**src/rtl/fetch_queue_if.sv**
```systemverilog
`default_nettype none
// ============================================================================
//  Module      : fetch_queue_if
//  Description : Instruction-memory, redirect and decode-side signal bundle
//                of the fetch queue.
//  Revision    : 1.0
// ============================================================================
interface fetch_queue_if #(
    parameter int DATA_SIZE = 32,
    parameter int MEM_SIZE  = 8
);
    logic                 imem_req;
    logic [MEM_SIZE-1:0]  imem_addr;
    logic                 imem_ack;
    logic [DATA_SIZE-1:0] imem_rdata;
    logic                 redirect;
    logic [MEM_SIZE-1:0]  redirect_pc;
    logic                 instr_valid;
    logic                 instr_ready;
    logic [DATA_SIZE-1:0] instr;
    logic [MEM_SIZE-1:0]  instr_pc;

    modport master (
        output imem_req, imem_addr,
        input  imem_ack, imem_rdata,
        input  redirect, redirect_pc,
        output instr_valid, instr, instr_pc,
        input  instr_ready
    );

    modport slave (
        input  imem_req, imem_addr,
        output imem_ack, imem_rdata,
        output redirect, redirect_pc,
        input  instr_valid, instr, instr_pc,
        output instr_ready
    );
endinterface
`default_nettype wire

```
**src/rtl/fetch_queue.sv**
```systemverilog
`default_nettype none
// ============================================================================
//  Module      : fetch_queue
//  Description : Single-outstanding instruction fetcher feeding a prefetch
//                FIFO, with redirect flush and in-flight discard.
//                Optional stall counter enabled by FETCH_STALL_CNT_EN.
//  Revision    : 1.0
// ============================================================================
module fetch_queue #(
    parameter int DATA_SIZE  = 32,
    parameter int MEM_SIZE   = 8,
    parameter int FIFO_DEPTH = 4
) (
    input  logic          core_clk,
    input  logic          resetn,
    fetch_queue_if.master bus
`ifdef FETCH_STALL_CNT_EN
    ,
    output logic [15:0]   stall_cnt
`endif
);

    localparam int PTR_W = $clog2(FIFO_DEPTH);
    localparam int CNT_W = PTR_W + 1;
    localparam logic [CNT_W-1:0] c_full_count = CNT_W'(FIFO_DEPTH);

    typedef enum logic [1:0] {
        ST_IDLE    = 2'd0,
        ST_WAIT    = 2'd1,
        ST_DISCARD = 2'd2
    } state_t;

    state_t              r_state;
    state_t              w_state_nxt;
    logic [MEM_SIZE-1:0] r_pc;
    logic [MEM_SIZE-1:0] w_pc_nxt;
    logic [MEM_SIZE-1:0] r_req_addr;
    logic [MEM_SIZE-1:0] w_req_addr_nxt;

    logic                w_push;
    logic                w_pop;
    logic                w_flush;
    logic                w_valid;

    logic [DATA_SIZE-1:0] r_data_mem [FIFO_DEPTH];
    logic [MEM_SIZE-1:0]  r_pc_mem   [FIFO_DEPTH];
    logic [PTR_W-1:0]     r_rd_ptr;
    logic [PTR_W-1:0]     r_wr_ptr;
    logic [CNT_W-1:0]     r_count;

    // ------------------------------------------------------------------
    // Fetch FSM: state register
    // ------------------------------------------------------------------
    always_ff @(posedge core_clk) begin
        if (!resetn) begin
            r_state    <= ST_IDLE;
            r_pc       <= '0;
            r_req_addr <= '0;
        end else begin
            r_state    <= w_state_nxt;
            r_pc       <= w_pc_nxt;
            r_req_addr <= w_req_addr_nxt;
        end
    end

    // ------------------------------------------------------------------
    // Fetch FSM: next state. r_req_addr keeps the in-flight address so
    // that r_pc may already move to a redirect target during DISCARD.
    // ------------------------------------------------------------------
    always_comb begin
        w_state_nxt    = r_state;
        w_pc_nxt       = r_pc;
        w_req_addr_nxt = r_req_addr;
        w_push         = 1'b0;
        w_flush        = bus.redirect;

        case (r_state)
            ST_IDLE: begin
                if (bus.redirect) begin
                    w_pc_nxt = bus.redirect_pc;
                end else if (r_count < c_full_count) begin
                    w_state_nxt    = ST_WAIT;
                    w_req_addr_nxt = r_pc;
                end
            end

            ST_WAIT: begin
                if (bus.imem_ack) begin
                    w_state_nxt = ST_IDLE;
                    if (bus.redirect) begin
                        w_pc_nxt = bus.redirect_pc;
                    end else begin
                        w_push   = 1'b1;
                        w_pc_nxt = r_pc + MEM_SIZE'(1);
                    end
                end else if (bus.redirect) begin
                    w_state_nxt = ST_DISCARD;
                    w_pc_nxt    = bus.redirect_pc;
                end
            end

            ST_DISCARD: begin
                if (bus.redirect) begin
                    w_pc_nxt = bus.redirect_pc;
                end
                if (bus.imem_ack) begin
                    w_state_nxt = ST_IDLE;
                end
            end

            default: begin
                w_state_nxt = ST_IDLE;
            end
        endcase
    end

    assign bus.imem_req  = (r_state != ST_IDLE);
    assign bus.imem_addr = bus.imem_req ? r_req_addr : '0;

    // ------------------------------------------------------------------
    // Prefetch FIFO
    // ------------------------------------------------------------------
    assign w_valid = (r_count != '0);
    assign w_pop   = w_valid & bus.instr_ready & ~bus.redirect;

    always_ff @(posedge core_clk) begin
        if (!resetn) begin
            r_rd_ptr <= '0;
            r_wr_ptr <= '0;
            r_count  <= '0;
        end else if (w_flush) begin
            r_rd_ptr <= '0;
            r_wr_ptr <= '0;
            r_count  <= '0;
        end else begin
            if (w_push) begin
                r_wr_ptr <= r_wr_ptr + PTR_W'(1);
            end
            if (w_pop) begin
                r_rd_ptr <= r_rd_ptr + PTR_W'(1);
            end
            case ({w_push, w_pop})
                2'b10:   r_count <= r_count + CNT_W'(1);
                2'b01:   r_count <= r_count - CNT_W'(1);
                default: r_count <= r_count;
            endcase
        end
    end

    // Storage needs no reset: the head is masked to zero while empty.
    always_ff @(posedge core_clk) begin
        if (w_push) begin
            r_data_mem[r_wr_ptr] <= bus.imem_rdata;
            r_pc_mem[r_wr_ptr]   <= r_pc;
        end
    end

    assign bus.instr_valid = w_valid;
    assign bus.instr       = w_valid ? r_data_mem[r_rd_ptr] : '0;
    assign bus.instr_pc    = w_valid ? r_pc_mem[r_rd_ptr]   : '0;

`ifdef FETCH_STALL_CNT_EN
    // ------------------------------------------------------------------
    // Decode-starvation counter, saturating
    // ------------------------------------------------------------------
    logic [15:0] r_stall_cnt;

    always_ff @(posedge core_clk) begin
        if (!resetn) begin
            r_stall_cnt <= '0;
        end else if (!w_valid && bus.instr_ready && (r_stall_cnt != 16'hFFFF)) begin
            r_stall_cnt <= r_stall_cnt + 16'd1;
        end
    end

    assign stall_cnt = r_stall_cnt;
`endif

endmodule
`default_nettype wire

```
**src/flat_wrapper.sv**
```systemverilog
// flat-port wrapper written by rule: the top's interface ports become plain ports
module fetch_queue_flat 
#(
    parameter int DATA_SIZE  = 32,
    parameter int MEM_SIZE   = 8,
    parameter int FIFO_DEPTH = 4
)
  (core_clk, resetn, bus_imem_req, bus_imem_addr, bus_imem_ack, bus_imem_rdata, bus_redirect, bus_redirect_pc, bus_instr_valid, bus_instr, bus_instr_pc, bus_instr_ready);
  fetch_queue_if #(.DATA_SIZE(DATA_SIZE), .MEM_SIZE(MEM_SIZE)) bus_i ();
  input  logic core_clk;
  input  logic resetn;
  output wire logic [$bits(bus_i.imem_req)-1:0] bus_imem_req;
  output wire logic [$bits(bus_i.imem_addr)-1:0] bus_imem_addr;
  input wire logic [$bits(bus_i.imem_ack)-1:0] bus_imem_ack;
  input wire logic [$bits(bus_i.imem_rdata)-1:0] bus_imem_rdata;
  input wire logic [$bits(bus_i.redirect)-1:0] bus_redirect;
  input wire logic [$bits(bus_i.redirect_pc)-1:0] bus_redirect_pc;
  output wire logic [$bits(bus_i.instr_valid)-1:0] bus_instr_valid;
  output wire logic [$bits(bus_i.instr)-1:0] bus_instr;
  output wire logic [$bits(bus_i.instr_pc)-1:0] bus_instr_pc;
  input wire logic [$bits(bus_i.instr_ready)-1:0] bus_instr_ready;
  assign bus_imem_req = bus_i.imem_req;
  assign bus_imem_addr = bus_i.imem_addr;
  assign bus_i.imem_ack = bus_imem_ack;
  assign bus_i.imem_rdata = bus_imem_rdata;
  assign bus_i.redirect = bus_redirect;
  assign bus_i.redirect_pc = bus_redirect_pc;
  assign bus_instr_valid = bus_i.instr_valid;
  assign bus_instr = bus_i.instr;
  assign bus_instr_pc = bus_i.instr_pc;
  assign bus_i.instr_ready = bus_instr_ready;
  fetch_queue #(.DATA_SIZE(DATA_SIZE), .MEM_SIZE(MEM_SIZE), .FIFO_DEPTH(FIFO_DEPTH)) u_core (.core_clk(core_clk), .resetn(resetn), .bus(bus_i));
endmodule
```
**config.mk**
```make
export PLATFORM = sky130hd
export DESIGN_NAME = fetch_queue_flat
export DESIGN_NICKNAME = d
export VERILOG_FILES = /design/src/rtl/fetch_queue_if.sv /design/src/rtl/fetch_queue.sv /design/src/flat_wrapper.sv
export SDC_FILE = /design/constraint.sdc
export NUM_CORES = 1
export LEC_CHECK = 0
export ABC_AREA = 0
export CORE_AREA = 10 10 146 115
export CTS_CLUSTER_DIAMETER = 50
export DETAILED_ROUTE_END_ITERATION = 10
export DIE_AREA = 0 0 156 125
export PLACE_DENSITY = 0.88
export SYNTH_ARGS = -nofsm -noshare
export SYNTH_HDL_FRONTEND = slang
export SYNTH_SLANG_ARGS = --single-unit
export TNS_END_PERCENT = 10
```
**constraint.sdc**
```tcl
create_clock -name core_clk -period 3.3 [get_ports core_clk]
set_input_delay 0.66 -clock core_clk [delete_from_list [all_inputs] [get_ports core_clk]]
set_output_delay 0.66 -clock core_clk [all_outputs]
set_load 0.03 [all_outputs]
```
* Yosys cells after proc, flatten, opt, wreduce, memory -nomap -nowiden
Memory sizes are Yosys's and may differ from the RTL's. A register that Yosys moved wholly into a read port is not among the register bits.
Cells that the tools add are included.
W data, S select, Z words.
** Operators by class
- Bitwise operators :: 4
- Mux-type cells :: 23
- Add/sub/neg operators :: 5
- $lt $le $gt $ge :: 1
- Eq/ne operators :: 8
- Div/mod/pow operators :: 0
- Reduce and logical (&&, ||, !) cells :: 9
- $mul :: 0
- Shift operators :: 0
** Operators with widths (number)
- $mux W8 :: 5
- $mux W32 :: 1
- $mux W2 :: 9
- $pmux W8 S2 :: 1
- $add A8 B1 Y8 const B :: 1
- $pmux W2 S3 :: 1
- $pmux W3 S2 :: 1
- $reduce_bool A2 Y1 :: 3
- $mux W1 :: 5
- $add A2 B1 Y2 const B :: 2
- $eq A2 B1 Y1 const B :: 2
- $eq A2 B2 Y1 const B :: 2
- $ne A2 B2 Y1 const B :: 2
- $reduce_and A4 Y1 :: 1
- $reduce_or A2 Y1 :: 2
- $add A3 B1 Y3 const B :: 1
- $lt A3 B3 Y1 const B :: 1
- $ne A3 B3 Y1 const B :: 1
- $reduce_and A3 Y1 :: 1
- $reduce_bool A3 Y1 :: 1
- $sub A3 B1 Y3 const B :: 1
- $and A1 B1 Y1 :: 2
- $logic_not A2 Y1 :: 1
- $ne A2 B1 Y1 const B :: 1
- $not A1 Y1 :: 2
** Word-level totals
- Memories kept :: 2
- Logic and storage cells :: 58
- Bits in latches :: 0
- Output and inout port bits :: 50
- Flip-flop bits (word level) :: 25
- ROM bits :: 0
- Input port bits :: 45
- Memory bits (writable) :: 160
** Memories
- u_core.r_data_mem :: words 4, width 32, read ports 1, clocked after Yosys merged registers in 1, wr ports 1, RTL line fetch_queue.sv:45 : logic [DATA_SIZE-1:0] r_data_mem [FIFO_DEPTH];
- u_core.r_pc_mem :: words 4, width 8, read ports 1, clocked after Yosys merged registers in 1, wr ports 1, RTL line fetch_queue.sv:46 : logic [MEM_SIZE-1:0] r_pc_mem [FIFO_DEPTH];

* Depth between registers and ports, before layout
- Word-level depth :: 5
- Depth in mapped cells :: 10
- Gate-level depth less buffers :: 9

* Worst setup path after synthesis
No wires, ideal clock.
- Path kind :: input to register
- Start point :: input port bus_redirect
- End point :: memory u_core.r_data_mem[0][0] (enable)
- Arrival :: 2151 ps
- Slack :: 748 ps
- Data required time :: 2899 ps
- Setup time :: 401 ps
- Path buffers :: 1
- Stages :: 4
- Path through :: buf_4 > nor2b_1 > and3b_1 > and2_1
** On the way
- Word-level cells in the longest chain between the ends :: 5
** RTL lines
- start, declared :: RTL line flat_wrapper.sv:16 : input wire logic [$bits(bus_i.redirect)-1:0] bus_redirect;
- $mux W1 :: RTL line fetch_queue.sv:90 : if (bus.redirect) begin
- $mux W1 :: RTL line fetch_queue.sv:88 : if (bus.imem_ack) begin
- $mux W1 :: RTL line fetch_queue.sv:77 : case (r_state)
- $mux W1 :: RTL line fetch_queue.sv:152 : if (w_push) begin
- $mux W1 (implied by the code) :: RTL line fetch_queue.sv:153 : r_data_mem[r_wr_ptr] <= bus.imem_rdata;
- end, declared :: RTL line fetch_queue.sv:45
No other way between the ends.

==> impl_metrics.ini <==
[logic_synthesis]
synth_edf_count = 160
post_synth_num_cell_types = 44
syn-mean-instance-area_um2 = 17.64
synth_async_sr_flop_share_pct = 0
ys_dominant_reg_cell = edfxtp_1
synth.cell_area_mm2 = 0.007496
netlist_top_cells_area = edfxtp_1 64%, mux4_2 12%, dfxtp_1 7.2%
yosysSeqAreaShare_pct = 71.31
synthCells = 425
syn_nets = 477
post-synth-top-area-cell = edfxtp_1
yosys_warnings = 0
yosys_register_bits = 187
netlist.area_leader.share_pct = 64.10

[critical_path]
cp_slowest_cell = clkdlybuf4s50_1
worst_setup_path_start_kind = register
timing_worst_setup_path_type = reg -> out
timing.critical_path.fanout_max = 40
r2r_setup_slack_ps = 1030
critPathRequiredTime_ps = 2640
setup.worst_path.end_class = primary output
slowest_delay_ps = 630
timing.critical_path.arrival_ps = 2450
series_of_cell_instances_along_the_critical_path = buf_12 -> mux4_2 -> nor2b_1 -> clkdlybuf4s50_1

[routing]
vias_per_cell = 5.720
drt-initial-drc-count = 351
vias_after_detailed_routing = 4130
drt-wirelength-per-cell_um = 21.04
drc = 0
wirelength_um = 15190
drt_pass1_iterations = 5
antenna_violating_nets_post_route = 0

[finish]
syn_to_final_growth_pct = 24.30
finalNetCount = 582
drive_gt1_share_pct = 16.42
post-route-util_pct = 66.43
finish.instance_area_mm2 = 0.009318
num_antenna_cells = 0

[sta]
final.min_clock_period_ps = 3108
grt_setup_unrepaired = false
maxClockFrequency_ghz = 0.3217
min_period_over_period_pct = 94.20
finalSetupViolCount = 0
report.final.slew_viol_count = 0
timing.final.hold_violations = 0
max-slew-margin-rel_pct = 50.93
hold_ws_ps = 490.0
worst_clock_skew_ps = 11.19
totalNegativeSetupSlack_ps = 0
worst-slew-pin-transition_ps = 730.5

[die]
chipHeight_um = 125
io_pins = 95
die_area_mm2 = 0.01950
die_width_um = 156
num_rows = 38
floorplan.initialDensity_pct = 53.44
core_region_area_mm2 = 0.01403

[global_routing]
grt_use_total_pct = 16.13
grt_pass1_wl_um = 24080
grt_start_max_net_pins = 42
initial_antenna_violation_count = 0
via_count_of_the_first_global_routing_pass = 4302
overflow = 0

[cts]
clockRootBuffer = clkbuf_16
clock_insertion_delay_worst_skew_ps = 430
numClockSinks = 187
htree_num_levels = 4
cts-buffers-inserted = 17
tritoncts = done
worst_setup_hold_path_clk_slew_ps = 70
cts.hold.buffers_added = 0
cts_setup_buffers = 0
cts.path.max_buffers = 2
cts-resized-gates = 0

[place]
port_buffer_count = 94
placedInstanceArea_mm2 = 0.008691
dpl.hpwl_um = 9659
place_congestion = 0.8359

[pwr]
finalPower_mw = 4.955
pwr_density_cell_mw_per_mm2 = 531.8
ir_drop_uv = 420.6
leakagePower_nw = 2.971

[run_status]
status = complete, no violations

[worst_hold_path]
worst_hold_path_class = reg -> reg

[job]
maxcap_violations = 0
## layer usage
metal | GRT usage [%] | vias up | wire length (um)
li1 | - | 1849 | -
met1 | 20.76 | 2099 | 6405
met2 | 25.11 | 161 | 7437
met3 | 5.550 | 21 | 1171
met4 | 5.654 | 0 | 180
met5 | 0 | - | 0
## cell type report
class	instances	area, um^2
Clock buffer	17	425.4
Clock inverter	14	201.4
Sequential cell	187	5348
Fill cell	932	4708
Inverter	10	37.54
Tap cell	180	225.2
Multi-Input combinational cell	208	2024
Timing Repair Buffer	106	1056
## final timing paths
check	startpoint	endpoint	cells after the start
min reg2reg	u_core.r_req_addr[6]	u_core.r_req_addr[6]	2
max	register	bus_instr[3]	4
max reg2reg	u_core.r_count[2]	u_core.r_count[2]	8
min	u_core.r_req_addr[6]	u_core.r_req_addr[6]	2
## critical path: cells and delay by family (launching register included)
family / cells / cell delay, ps
flops: 1 / 340
buf+inv: 2 / 930
simple gates: 1 / 170
mux: 1 / 550
## synth_stat cells, types with 2 or more instances
cell type  number
a211oi_1        2
a21o_1          2
a21oi_1         8
a31oi_1         2
and2_1          6
buf_2           2
buf_4           6
clkbuf_1       11
dfxtp_1        27
edfxtp_1      160
ha_1            6
inv_1          10
mux2i_1        12
mux4_2         40
nand2_1         7
nand2b_1        4
nand3_1         4
nor2_1         22
nor2b_1        54
nor3_1          4
o21ai_0         9
or3_1           2
xnor2_1         3
xor2_1          2
## flip-flops by register name, indices dropped and copies added (netlist names), named ones only
name,count
u_core.r_data_mem,128
u_core.r_pc_mem,32
u_core.r_pc,8
u_core.r_req_addr,8
u_core.r_count,3
u_core.r_rd_ptr,2
u_core.r_state,2
u_core.r_wr_ptr,2
## report_power, final
group | switching [mW] | total [mW] | internal [mW] | leakage, nW
Sequential | 0.0244 | 2.61 | 2.58 | 1.66
Clock | 0.826 | 2.16 | 1.33 | 0.305
Combinational | 0.0918 | 0.190 | 0.0977 | 1.00
## cells by family after synthesis
| kind of cell | synth area share (%) |
|---|---|
| xor gates and xnor gates | 0.5843 |
| muxes | 13.62 |
| DFF | 71.31 |
| adders and majority gates | 1.269 |
| buffers and inverters | 1.836 |
| and+or+nand+nor | 8.747 |
| AOI/OAI and AO/OA | 2.637 |
## stage by stage
| step | worst slack, ps | instances |
|---|---|---|
| 2_1_floorplan | 747.7 | 425 |
| 3_3_place_gp | 524.2 | 691 |
| 3_5_place_dp | 446.0 | 691 |
| 4_1_cts | 134.1 | 722 |
| 5_1_grt | 50.90 | 722 |
| 6_report | 191.5 | 722 |
## placed cells by master, fill, tap and decap left out, types with 2 or more instances in the layout
cell type | netlist | layout
buf_4 | 6 | 10
a211oi_1 | 2 | 2
xor2_1 | 2 | 2
or3_1 | 2 | 2
nand2b_1 | 4 | 4
nand3_1 | 4 | 4
and2_2 | 0 | 4
clkinv_1 | 0 | 3
o21ai_0 | 9 | 9
xnor2_1 | 3 | 3
nand2_1 | 7 | 7
bufinv_16 | 0 | 5
clkinv_2 | 0 | 3
mux2i_1 | 12 | 12
buf_12 | 0 | 2
a21oi_1 | 8 | 8
inv_1 | 10 | 10
a21o_1 | 2 | 2
clkdlybuf4s50_1 | 0 | 94
dfxtp_1 | 27 | 25
dfxtp_2 | 0 | 2
nor2_1 | 22 | 22
nor3_1 | 4 | 4
clkbuf_16 | 0 | 17
and2_1 | 6 | 2
a31oi_1 | 2 | 2
nor2b_1 | 54 | 54
mux4_2 | 40 | 40
ha_1 | 6 | 6
edfxtp_1 | 160 | 160
No activity file was read; power rests on OpenSTA's default activity.
